**src/rtl/ina_poll_scheduler.sv**
```systemverilog
// ina_poll_scheduler
//   Time-shares one INA219 I2C read engine across three current-sensor
//   channels. On every poll tick the scheduler sweeps channels 0, 1, 2 with
//   a req/ack/done handshake. It commits each result into per-channel
//   registers and tracks validity and consecutive-failure faults.
//
// Ports
//   clk, rst_n       : clock, asynchronous active-low reset
//   enable           : polling enable
//   eng_req/addr/reg : request, target address and register pointer to engine
//   eng_ack          : engine accepted the request (1-cycle pulse)
//   eng_done/err/data: transaction finished, error flag, read word
//   eng_abort        : forces the engine back to idle after a timeout
//   val0..val2       : last good reading per channel
//   valid, fault     : per-channel good-streak and fault flags
//   sample_stb/ch    : commit strobe and channel of the committed result
//   overrun          : a poll tick arrived while a sweep was still running
module ina_poll_scheduler #(
  parameter int         POLL_PERIOD = 500000,
  parameter int         TIMEOUT_CYC = 100000,
  parameter logic [7:0] ADDR0       = 8'h80,
  parameter logic [7:0] ADDR1       = 8'h82,
  parameter logic [7:0] ADDR2       = 8'h88,
  parameter logic [7:0] REG_PTR     = 8'h04,
  parameter int         MAX_FAIL    = 3
) (
  input  logic        clk,
  input  logic        rst_n,
  input  logic        enable,
  output logic        eng_req,
  output logic [7:0]  eng_addr,
  output logic [7:0]  eng_reg,
  input  logic        eng_ack,
  input  logic        eng_done,
  input  logic        eng_err,
  input  logic [15:0] eng_data,
  output logic        eng_abort,
  output logic [15:0] val0,
  output logic [15:0] val1,
  output logic [15:0] val2,
  output logic [2:0]  valid,
  output logic [2:0]  fault,
  output logic        sample_stb,
  output logic [1:0]  sample_ch,
  output logic        overrun
);

  localparam int TW = (POLL_PERIOD > 1) ? $clog2(POLL_PERIOD) : 1;
  localparam int OW = $clog2(TIMEOUT_CYC + 1);
  localparam int FW = $clog2(MAX_FAIL + 1);
  localparam logic [TW-1:0] TIMER_LAST = TW'(POLL_PERIOD - 1);
  localparam logic [OW-1:0] TMO_LAST   = OW'(TIMEOUT_CYC - 1);
  localparam logic [FW-1:0] FAIL_MAX   = FW'(MAX_FAIL);

  typedef enum logic [2:0] {
    S_IDLE      = 3'd0,
    S_WAIT_TICK = 3'd1,
    S_REQ       = 3'd2,
    S_WAIT_DONE = 3'd3,
    S_COMMIT    = 3'd4
  } state_t;

  state_t                state_r;
  logic [TW-1:0]         timer_r;
  logic [OW-1:0]         tmo_r;
  logic [1:0]            ch_r;
  logic [2:0][FW-1:0]    fail_r;
  logic [2:0][15:0]      val_r;
  logic [2:0]            valid_r;
  logic [2:0]            fault_r;
  logic                  eng_req_r;
  logic [7:0]            eng_addr_r;
  logic                  eng_abort_r;
  logic                  sample_stb_r;
  logic [1:0]            sample_ch_r;
  logic                  overrun_r;

  logic                  tick_s;
  logic                  timeout_s;
  logic                  sweeping_s;
  logic [FW-1:0]         fail_next_s;

  function automatic logic [7:0] ch_addr(input logic [1:0] c);
    case (c)
      2'd0:    ch_addr = ADDR0;
      2'd1:    ch_addr = ADDR1;
      2'd2:    ch_addr = ADDR2;
      default: ch_addr = ADDR0;
    endcase
  endfunction

  // Poll period timer: free-runs 0..POLL_PERIOD-1 while enabled, parked at 0 otherwise.
  always_ff @(posedge clk or negedge rst_n) begin
    if (!rst_n) begin
      timer_r <= '0;
    end else if (!enable) begin
      timer_r <= '0;
    end else if (timer_r == TIMER_LAST) begin
      timer_r <= '0;
    end else begin
      timer_r <= timer_r + TW'(1);
    end
  end

  // Tick, timeout and saturating failure-count decode.
  always_comb begin
    tick_s      = 1'b0;
    timeout_s   = 1'b0;
    sweeping_s  = 1'b0;
    fail_next_s = fail_r[ch_r];
    if (enable && (timer_r == TIMER_LAST)) begin
      tick_s = 1'b1;
    end else begin
      tick_s = 1'b0;
    end
    // tmo_r holds the number of cycles elapsed since the ack cycle, so the
    // abort lands exactly TIMEOUT_CYC cycles after ack.
    if (tmo_r == TMO_LAST) begin
      timeout_s = 1'b1;
    end else begin
      timeout_s = 1'b0;
    end
    if ((state_r != S_IDLE) && (state_r != S_WAIT_TICK)) begin
      sweeping_s = 1'b1;
    end else begin
      sweeping_s = 1'b0;
    end
    if (fail_r[ch_r] == FAIL_MAX) begin
      fail_next_s = FAIL_MAX;
    end else begin
      fail_next_s = fail_r[ch_r] + FW'(1);
    end
  end

  // Sweep sequencer with registered handshake and result outputs.
  always_ff @(posedge clk or negedge rst_n) begin
    if (!rst_n) begin
      state_r      <= S_IDLE;
      ch_r         <= 2'd0;
      tmo_r        <= '0;
      fail_r       <= '0;
      val_r        <= '0;
      valid_r      <= 3'b000;
      fault_r      <= 3'b000;
      eng_req_r    <= 1'b0;
      eng_addr_r   <= 8'h00;
      eng_abort_r  <= 1'b0;
      sample_stb_r <= 1'b0;
      sample_ch_r  <= 2'd0;
      overrun_r    <= 1'b0;
    end else begin
      eng_abort_r  <= 1'b0;
      sample_stb_r <= 1'b0;
      overrun_r    <= tick_s && sweeping_s;
      case (state_r)
        S_IDLE: begin
          if (enable) begin
            state_r <= S_WAIT_TICK;
          end
        end
        S_WAIT_TICK: begin
          if (tick_s) begin
            ch_r       <= 2'd0;
            eng_req_r  <= 1'b1;
            eng_addr_r <= ch_addr(2'd0);
            state_r    <= S_REQ;
          end else if (!enable) begin
            state_r <= S_IDLE;
          end
        end
        S_REQ: begin
          // The request stays up until acked, regardless of enable.
          if (eng_ack) begin
            eng_req_r <= 1'b0;
            tmo_r     <= OW'(1);
            state_r   <= S_WAIT_DONE;
          end
        end
        S_WAIT_DONE: begin
          // Results are committed on this edge so they appear one cycle after
          // done; done beats a coincident timeout.
          if (eng_done || timeout_s) begin
            state_r      <= S_COMMIT;
            sample_stb_r <= 1'b1;
            sample_ch_r  <= ch_r;
            eng_abort_r  <= !eng_done;
            if (eng_done && !eng_err) begin
              val_r[ch_r]   <= eng_data;
              valid_r[ch_r] <= 1'b1;
              fail_r[ch_r]  <= '0;
              fault_r[ch_r] <= 1'b0;
            end else begin
              fail_r[ch_r] <= fail_next_s;
              if (fail_next_s == FAIL_MAX) begin
                fault_r[ch_r] <= 1'b1;
                valid_r[ch_r] <= 1'b0;
              end
            end
          end else begin
            tmo_r <= tmo_r + OW'(1);
          end
        end
        S_COMMIT: begin
          if (ch_r != 2'd2) begin
            ch_r       <= ch_r + 2'd1;
            eng_req_r  <= 1'b1;
            eng_addr_r <= ch_addr(ch_r + 2'd1);
            state_r    <= S_REQ;
          end else begin
            ch_r    <= 2'd0;
            state_r <= enable ? S_WAIT_TICK : S_IDLE;
          end
        end
        default: begin
          eng_req_r <= 1'b0;
          state_r   <= S_IDLE;
        end
      endcase
    end
  end

  assign eng_req    = eng_req_r;
  assign eng_addr   = eng_addr_r;
  assign eng_reg    = REG_PTR;
  assign eng_abort  = eng_abort_r;
  assign val0       = val_r[0];
  assign val1       = val_r[1];
  assign val2       = val_r[2];
  assign valid      = valid_r;
  assign fault      = fault_r;
  assign sample_stb = sample_stb_r;
  assign sample_ch  = sample_ch_r;
  assign overrun    = overrun_r;

endmodule

```
**config.mk**
```make
export PLATFORM = sky130hd
export DESIGN_NAME = ina_poll_scheduler
export DESIGN_NICKNAME = d
export VERILOG_FILES = /design/src/rtl/ina_poll_scheduler.sv
export SDC_FILE = /design/constraint.sdc
export NUM_CORES = 1
export LEC_CHECK = 0
export ABC_AREA = 1
export CAP_MARGIN = 20
export CORE_ASPECT_RATIO = 1.75
export CORE_MARGIN = 4
export CORE_UTILIZATION = 50
export DETAILED_ROUTE_END_ITERATION = 12
export PLACE_DENSITY = 0.83
export SYNTH_ARGS = -nofsm -noshare
export SYNTH_HDL_FRONTEND = slang
export SYNTH_SLANG_ARGS = --single-unit
```
**constraint.sdc**
```tcl
create_clock -name clk -period 2.2 [get_ports clk]
set_input_delay 0.44 -clock clk [delete_from_list [all_inputs] [get_ports clk]]
set_output_delay 0.44 -clock clk [all_outputs]
set_load 0.01 [all_outputs]
```
# Yosys cells after proc, flatten, opt, wreduce, memory -nomap -nowiden
# Cells that the tools add are included.
# Widths: inputs -> output; s select.
# classes
n_addsub,4
reduce_logical,22
bitwise_logic,8
muxes,47
n_lt_le_gt_ge,2
n_eq_ne,19
# op_table
op,count
$bwmux 48,1
$mux 19,2
$mux 17,2
$pmux 17 s2,1
$demux 16 s2,1
$mux 3,9
$add 19x1->19 const B,1
$eq 19x19->1 const B,1
$add 17x1->17 const B,1
$eq 17x17->1 const B,1
$mux 16,1
$mux 8,2
$pmux 8 s2,1
$pmux 3 s5,1
$ne 2x2->1 const B,7
$mux 1,12
$mux 2,6
$reduce_and 3->1,4
$pmux 4 s2,1
$reduce_and 4->1,2
$and 3x3->3,2
$and 6x6->6,1
$bwmux 6,1
$eq 2x2->1 const B,3
other kinds (27),38
# totals
register_bits,115
inputBits,22
out_inout_bits,76
word_cells,120

# Longest topological paths before layout
# Gate-level depths: netlist (run 1).
# logic_depth
depth_word,8
mapped_depth,12
depth_no_buf,12

# Least setup slack after synthesis (run 1)
# Ideal clock, no wire load.
# synth_timing
kind,reg2reg
startpoint,reg timer_r[0]
endpoint,reg state_r[0]
period_less_slack_ps,1611
arrival_ps,1494
t_required_ps,2083
n_path_buf,0
setup_slack_ps,589
path_stages_with_launch,11
path_cell_list,dfrtp_1 > ha_1 > nand2_1 > nor2_4 > inv_1 > nor2_1 > nand3_1 > nand3_1 > nand2_1 > nand2_1 > nand2_1
# synth_between
elab_chain_cells,5
word_cells_on_any_way,7
cone_classes,2 x eq/ne; 3 x mux; 2 x reduce/logical
# synth_rtl
element,line_no,text
"start, declared",64,logic [TW-1:0] timer_r;
"start signal, assigned",101,timer_r <= timer_r + TW'(1);
$eq 19x19->1 *,111,if (enable && (timer_r == TIMER_LAST)) begin
$logic_and 1x1->1 *,111,
$mux 1 *,111,
$mux 3 / $ne 3x3->1 (equally long branches),-,
$pmux 3 s5 / $reduce_and 4->1 (equally long branches),-,
"end signal, assigned",211,state_r <= enable ? S_WAIT_TICK : S_IDLE;
"end, declared",63,state_t state_r;
# Every way passes the cells marked *; elsewhere a longest branch is shown, timed or not.
# A chain may end at the register's enable or synchronous reset.

# Worst setup path after layout (run 1)
# Same ends and word-level chain as after synthesis.

==> impl_results.md, run 1 <==
- Status: finished, final reports clean
- DIE AREA: ~13000 um2
- Grt met1 use: a little over a quarter
- Critical path fanouts, max: 7
- DR pass1 iterations: 5
- Routed wire length: about 13000 um
- Die width: 86.8 um
- Distinct cell type count after synthesis: 34
- Peak VDD IR: 0.668 mV
- Min cycle time layout: around 1.9 ns
- Kind of critical path: flip-flop to flip-flop
- Root Buffer: clkbuf_16
- Layout net count: 773
- Chip height: 146 um
- Post-route ant nets: 0
- Worst Hold Class: input pin to async pin
- Count of input and output buffers: 84
- Setup bufs post-CTS: 0
- Initial antenna violation count: 0
- HPWL Detailed: 9410 um
- Clk sinks: 110
- Fraction of layout cells with a size suffix above 1: 6.23%
- Most common cell after layout, fill and taps aside: nand2_1
- Vias: 4669
- Vias in the first global route: 4823
- Synthesized flop and latch total: 110
- Worst r2r src: timer_r[0]
- FMAX: 530 MHz
- Worst-path clk slew: 0.08 ns
- Post-cts sizing count: 0
- Setup violators final: 0
- Clock Tree Buf Depth: 2
- Ant diodes: 0
- CTS H-tree depth: 3
- Max incr delay on CP: between 0.4 and 0.5 ns
- Gate count after technology mapping: 669
- Main area contributors after synthesis: dfrtp_1, nand2_1, o21ai_0
- Largest net degree at the start of global routing: 111
- Final WS setup: 0.313 ns
- CP top delay family: simple AND/OR/NAND/NOR gates
- CP Launch Type: flip-flop
- Pwr Density: 885 nW/um2
- Boundary Pins: 98
- Post-Syn Area per Cell: about 8 um2
- Vias per cell: 5.28
- Reg2Reg Depth: 10
- M2 GR Usage: 36.7%
- Warnings, synthesis: 0
- Area used by multi-input combinational logic: 2210 um2
- CP Data Required Time: ~2.4 ns
- Routability-driven placement congestion ratio: 0.913
- CP most frequent cell: nand2_1
- DRC: 0
- Storage cell area: ~2800 um2
- Total GRT Usage: 22.0%
- DRT iter0 DRCs: 395
- Met3 usage: between 5 and 6%
- Slew HR: 61.1%
- Core ar.: 10700 um2
- Final period util: 85.8%
- Filler cell count in the final layout: 866
- Global route hottest layer: met2
- TritonCTS Buffers: 9
- Crit path DAT: around 2.1 ns
- Cells after DPL: 868
- Initial core utilization: 50.8%
- Max-cap violation count: 0
- Unrepaired setup endpoints after global routing: false
- CP Capture Type: flip-flop
- Fraction of synthesized cell area taken by the top area cell type: 50.6%
- Mapped cell area: 5440 um2
- Post-synthesis sequential area ratio: 50.6%
- Grt total ovfl: 0
- Setup slack at placement: -0.0146 ns
- Area Overhead vs Synth: 21.2%
- First-pass GRT wire length: 22600 um
- CTS tree: built
- Slowest CP cell: dfrtp_1
- Crit-path cells: ha_1, nand2_1, nor2_4, inv_1, nor2_1, nand3_1, nand3_1, nand2_1, nand2_1, nand2_1
- Commonest cells after routing, fill and taps aside: nand2_1, dfrtp_1, clkdlybuf4s50_1
- Setup Skew: 0.0163 ns
- Area leader, netlist: dfrtp_1
- LEAKAGE: about 0.003 uW
- Num rows: 50
- Final hold vios: 0
- Avg WL per Cell: 14.8 um
- CP Buf/Inv Count: 1
- Clk Latency, worst-skew pair: 0.35 ns
- CTS Hold Bufs: 0
- Power, Total: 5830 uW
- Slew Limit Fails: 0
- Finished Layout Cells: 884
- Actual slew at the worst max-slew pin: 0.584 ns
- Worst R2R Setup Slack: 0.31 ns
- R2R Path End: state_r[0]
[where the power goes]
group,total [uW],switching [uW],internal (uW)
logic,1510,818,689
clock network,1740,817,924
registers,2590,244,2340
total,5830,1880,3960
[worst reg2reg max path, stage by stage, from the launching register on]
cell and delay, ns:
dfrtp_1 0.46, ha_1 0.22, nand2_1 0.11, nor2_4 0.16
inv_1 0.06, nor2_1 0.10, nand3_1 0.24, nand3_1 0.22
nand2_1 0.08, nand2_1 0.07, nand2_1 0.05
[registers in the layout, summed over array words and instances, names as in the netlist, 2 cells and up, named ones only]
name and count:
val1 16, state_r 3, ch_r 2, val2 16, fail_r 6, val0 16, eng_addr 3, tmo_r 17
sample_ch 2, timer_r 19
[stage by stage]
stage | setup TNS, ns | cell area [um2] | util [%] | hold slack, ns
finish | 0 | 6590 | 61.6 | 0.136
global route | 0 | 6590 | 61.6 | 0.175
CTS | 0 | 6590 | 61.6 | 0.181
detailed placement | -0.0201 | 6270 | 58.6 | 0.462
global placement | 0 | 6270 | 58.6 | 0.456
floorplan | 0 | 5480 | - | 0.144
[worst max-delay path by stage]
stage,slack (ns),start,cells after the start,end
floorplan,0.59,timer_r[0],10,state_r[0]
global placement,0.11,eng_done,7,val1[0]
detailed placement,-0.01,eng_done,7,val1[15]
CTS,0.31,tmo_r[1],12,tmo_r[13]
global route,0.12,timer_r[0],10,state_r[0]
finish,0.31,timer_r[0],10,state_r[0]
[cells in the mapped netlist]
master and number:
nand2_1 187, dfrtp_1 110, nor2_1 76, inv_1 62, o21ai_0 62, nand3_1 48, buf_4 14, nand4_1 14
o21ai_1 14, buf_6 12, a21oi_1 8, xor2_1 8, nand2_2 6, nor3_1 5, nor3b_1 5, inv_2 4
nand3_4 4, buf_2 3, nand2_4 3, nor2_2 3, o211ai_1 3, conb_1 2, ha_1 2, nor2_4 2
o21bai_1 2, or2_2 2, a211oi_1 1, a21oi_2 1, clkbuf_1 1, clkbuf_2 1, clkinv_1 1, o22ai_1 1
or2_1 1, xnor2_1 1
[cell families after synthesis]
| group | after synthesis | synth area share, % |
|---|---|---|
| AOI/OAI and AO/OA | 92 | 8.83 |
| xor gates and xnor gates | 9 | 1.45 |
| adders and majority gates | 2 | 0.460 |
| buffers and inverters | 98 | 9.48 |
| DFF | 110 | 50.6 |
| other | 2 | 0.138 |
| and+or+nand+nor | 356 | 29.0 |
[final cells by class]
| type | instances | share of cell area (%) |
|---|---|---|
| sequential | 110 | 41.8 |
| timing repair buffer | 89 | 13.5 |
| inverter | 67 | 3.82 |
| clock inverter | 7 | 1.48 |
| multi-input combinational | 472 | 33.6 |
| clock buffer | 9 | 3.42 |
| tap | 130 | 2.47 |
[layer usage]
layer | part of all wire (%) | up-vias
li1 | - | 2267
met1 | 40 | 2182
met2 | 50 | 182
met3 | 6.2 | 38
met4 | 3.0 | 0
met5 | 0 | -
Power figures use the tool's default switching activity.
==> run 2: changes to the inputs <==
- CELL_PAD_IN_SITES_DETAIL_PLACEMENT: not set -> 0
- CELL_PAD_IN_SITES_GLOBAL_PLACEMENT: not set -> 1
- CORE_UTILIZATION: 50 -> 39
- PLACE_DENSITY: 0.83 -> 0.86
- RECOVER_POWER: not set -> 100
==> run 2 against run 1 <==
  * Sequential share of layout area shrank 0.39 points
  * Cell count up 5.4%
  * Worst hold slack better by 0.035 ns
  * Clock-buffer cell count did not move
  * Sequential power barely moved
  * Setup slack worse by 0.058 ns
  * Register-to-register slack worse by 0.04 ns
  * Routed wire length is 2.2% higher
  * Via count is 1.6% lower
  * Highest routed layer unchanged
==> impl_results.md, run 2 (same netlist as run 1, synthesis figures left out) <==
- Grt total ovfl: 0
- Most common cell after layout, fill and taps aside: nand2_1
- Post-cts sizing count: 0
- Routed wire length: 13400 um
- Crit-path cells: dlygate4sd3_1, inv_2, or2_0, inv_2, nand3_4, o21ai_0
- Met3 usage: 5.10%
- Num rows: 56
- Total GRT Usage: around 17%
- Worst r2r src: tmo_r[0]
- Pwr Density: between 800 and 900 nW/um2
- Area Overhead vs Synth: 22.3%
- Cells after DPL: 916
- Setup violators final: 0
- DRC: 0
- Reg2Reg Depth: 12
- Ant diodes: 0
- CP Capture Type: flip-flop
- Commonest cells after routing, fill and taps aside: nand2_1, dfrtp_1, nor2_1
- Peak VDD IR: between 0.6 and 0.7 mV
- Final core occ: 49.2%
- Clk sinks: 110
- DIE AREA: 16000 um2
- Max reg flops: 19
- Actual slew at the worst max-slew pin: ~1.0 ns
- Max-cap violation count: 0
- Boundary Pins: 98
- Avg WL per Cell: 14.3 um
- CTS Hold Bufs: 0
- R2R Path End: tmo_r[8]
- Power, Total: 5750 uW
- Setup Skew: 0.0131 ns
- Clk Latency, worst-skew pair: between 0.3 and 0.4 ns
- Count of input and output buffers: 84
- Status: finished, final reports clean
- Slew HR: about a third
- Storage cell area: ~2800 um2
- DRT iter0 DRCs: roughly 220
- Crit path DAT: 2.20 ns
- M2 GR Usage: roughly a third
- Routability-driven placement congestion ratio: 0.862
- Global route hottest layer: met2
- Filler cell count in the final layout: about 1300
- Finished Layout Cells: between 900 and 1000
- Chip height: 164 um
- Clock Tree Buf Depth: 2
- CTS tree: built
- Biggest regs: timer_r (19), tmo_r (17)
- Unrepaired setup endpoints after global routing: false
- Slew Limit Fails: 0
- CTS H-tree depth: 3
- Critical path fanouts, max: 33
- CP most frequent cell: inv_2
- Vias: approximately 4600
- Root Buffer: clkbuf_16
- Largest net degree at the start of global routing: 42
- Vias per cell: 4.93
- Area used by multi-input combinational logic: 2200 um2
- TritonCTS Buffers: 9
- Initial antenna violation count: 0
- Core ar.: 13500 um2
- CP Data Required Time: 2.46 ns
- Grt met1 use: ~19%
- LEAKAGE: 0.00321 uW
- Min cycle time layout: 1.95 ns
- Initial core utilization: between 40% and 50%
- Setup slack at placement: -0.00742 ns
- Largest register by flop count: timer_r
- Worst-path clk slew: 0.08 ns
- Worst Hold Class: input pin to async pin
- Final period util: 88.4%
- Setup bufs post-CTS: 0
- FMAX: 514 MHz
- Kind of critical path: input pin to flip-flop
- Layout net count: ~780
- DR pass1 iterations: 4
- Fraction of layout cells with a size suffix above 1: between 6 and 7%
- HPWL Detailed: just over 10000 um
- First-pass GRT wire length: 22600 um
- Slowest CP cell: dlygate4sd3_1
- Worst R2R Setup Slack: 0.27 ns
- Final WS setup: 0.255 ns
- Final hold vios: 0
- Die width: 97.3 um
- Max incr delay on CP: 0.58 ns
- Vias in the first global route: 4701
- Post-route ant nets: 0
- CP Launch Type: input pin
## run 2: cell count changes in the layout (fill, tap and decap cells not counted), sizes merged
cell,delta
clkdlybuf4s50,-65
dlygate4sd3,+65
clkbuf,+4
## run 2: report_power, final
part / internal (uW) / switching (uW)
Clock: 920 / 821
Sequential: 2340 / 232
Combinational: 622 / 810
Total: 3880 / 1860
## run 2: how the worst max path moves through the flow
stage                     startpoint    endpoint  slack [ns]  cells past startpoint
final                       eng_done     val0[3]        0.25                      6
after global routing        eng_done    val0[11]        0.10                      7
after CTS                   tmo_r[0]    tmo_r[3]        0.32                     12
after detailed placement    eng_done    val0[11]      -0.007                      6
after global placement      eng_done     val0[8]        0.03                      7
after floorplan           timer_r[0]  state_r[0]        0.59                     10
## run 2: layer usage
| metal | vias to the layer above | wire length [um] | share of wire [%] |
|---|---|---|---|
| met5 | - | 0 | 0 |
| met4 | 0 | 223 | 1.7 |
| met2 | 113 | 7110 | 53 |
| met1 | 2179 | 5310 | 40 |
| li1 | 2285 | - | - |
| met3 | 16 | 727 | 5.4 |
## run 2: through the flow
stage                     TNS, ns  hold slack (ns)  cell area (um2)
after floorplan                 0            0.144             5480
after global placement          0            0.423             6380
after detailed placement  -0.0103            0.433             6380
after CTS                       0           0.0463             6700
after global routing            0            0.233             6650
final                           0            0.170             6650
## run 2: cell type report
| type | count | area share, % |
|---|---|---|
| inverter | 67 | 3.78 |
| clock inverter | 7 | 1.47 |
| clock buffer | 9 | 3.39 |
| tap | 174 | 3.27 |
| sequential | 110 | 41.4 |
| timing repair buffer | 93 | 13.6 |
| multi-input combinational | 472 | 33.1 |
## run 2: critical path, delay by kind of cell
| family | cells | cell delay (ns) |
|---|---|---|
| AOI/OAI and AO/OA | 1 | 0.29 |
| buffers and inverters | 3 | 0.86 |
| and+or+nand+nor | 2 | 0.61 |
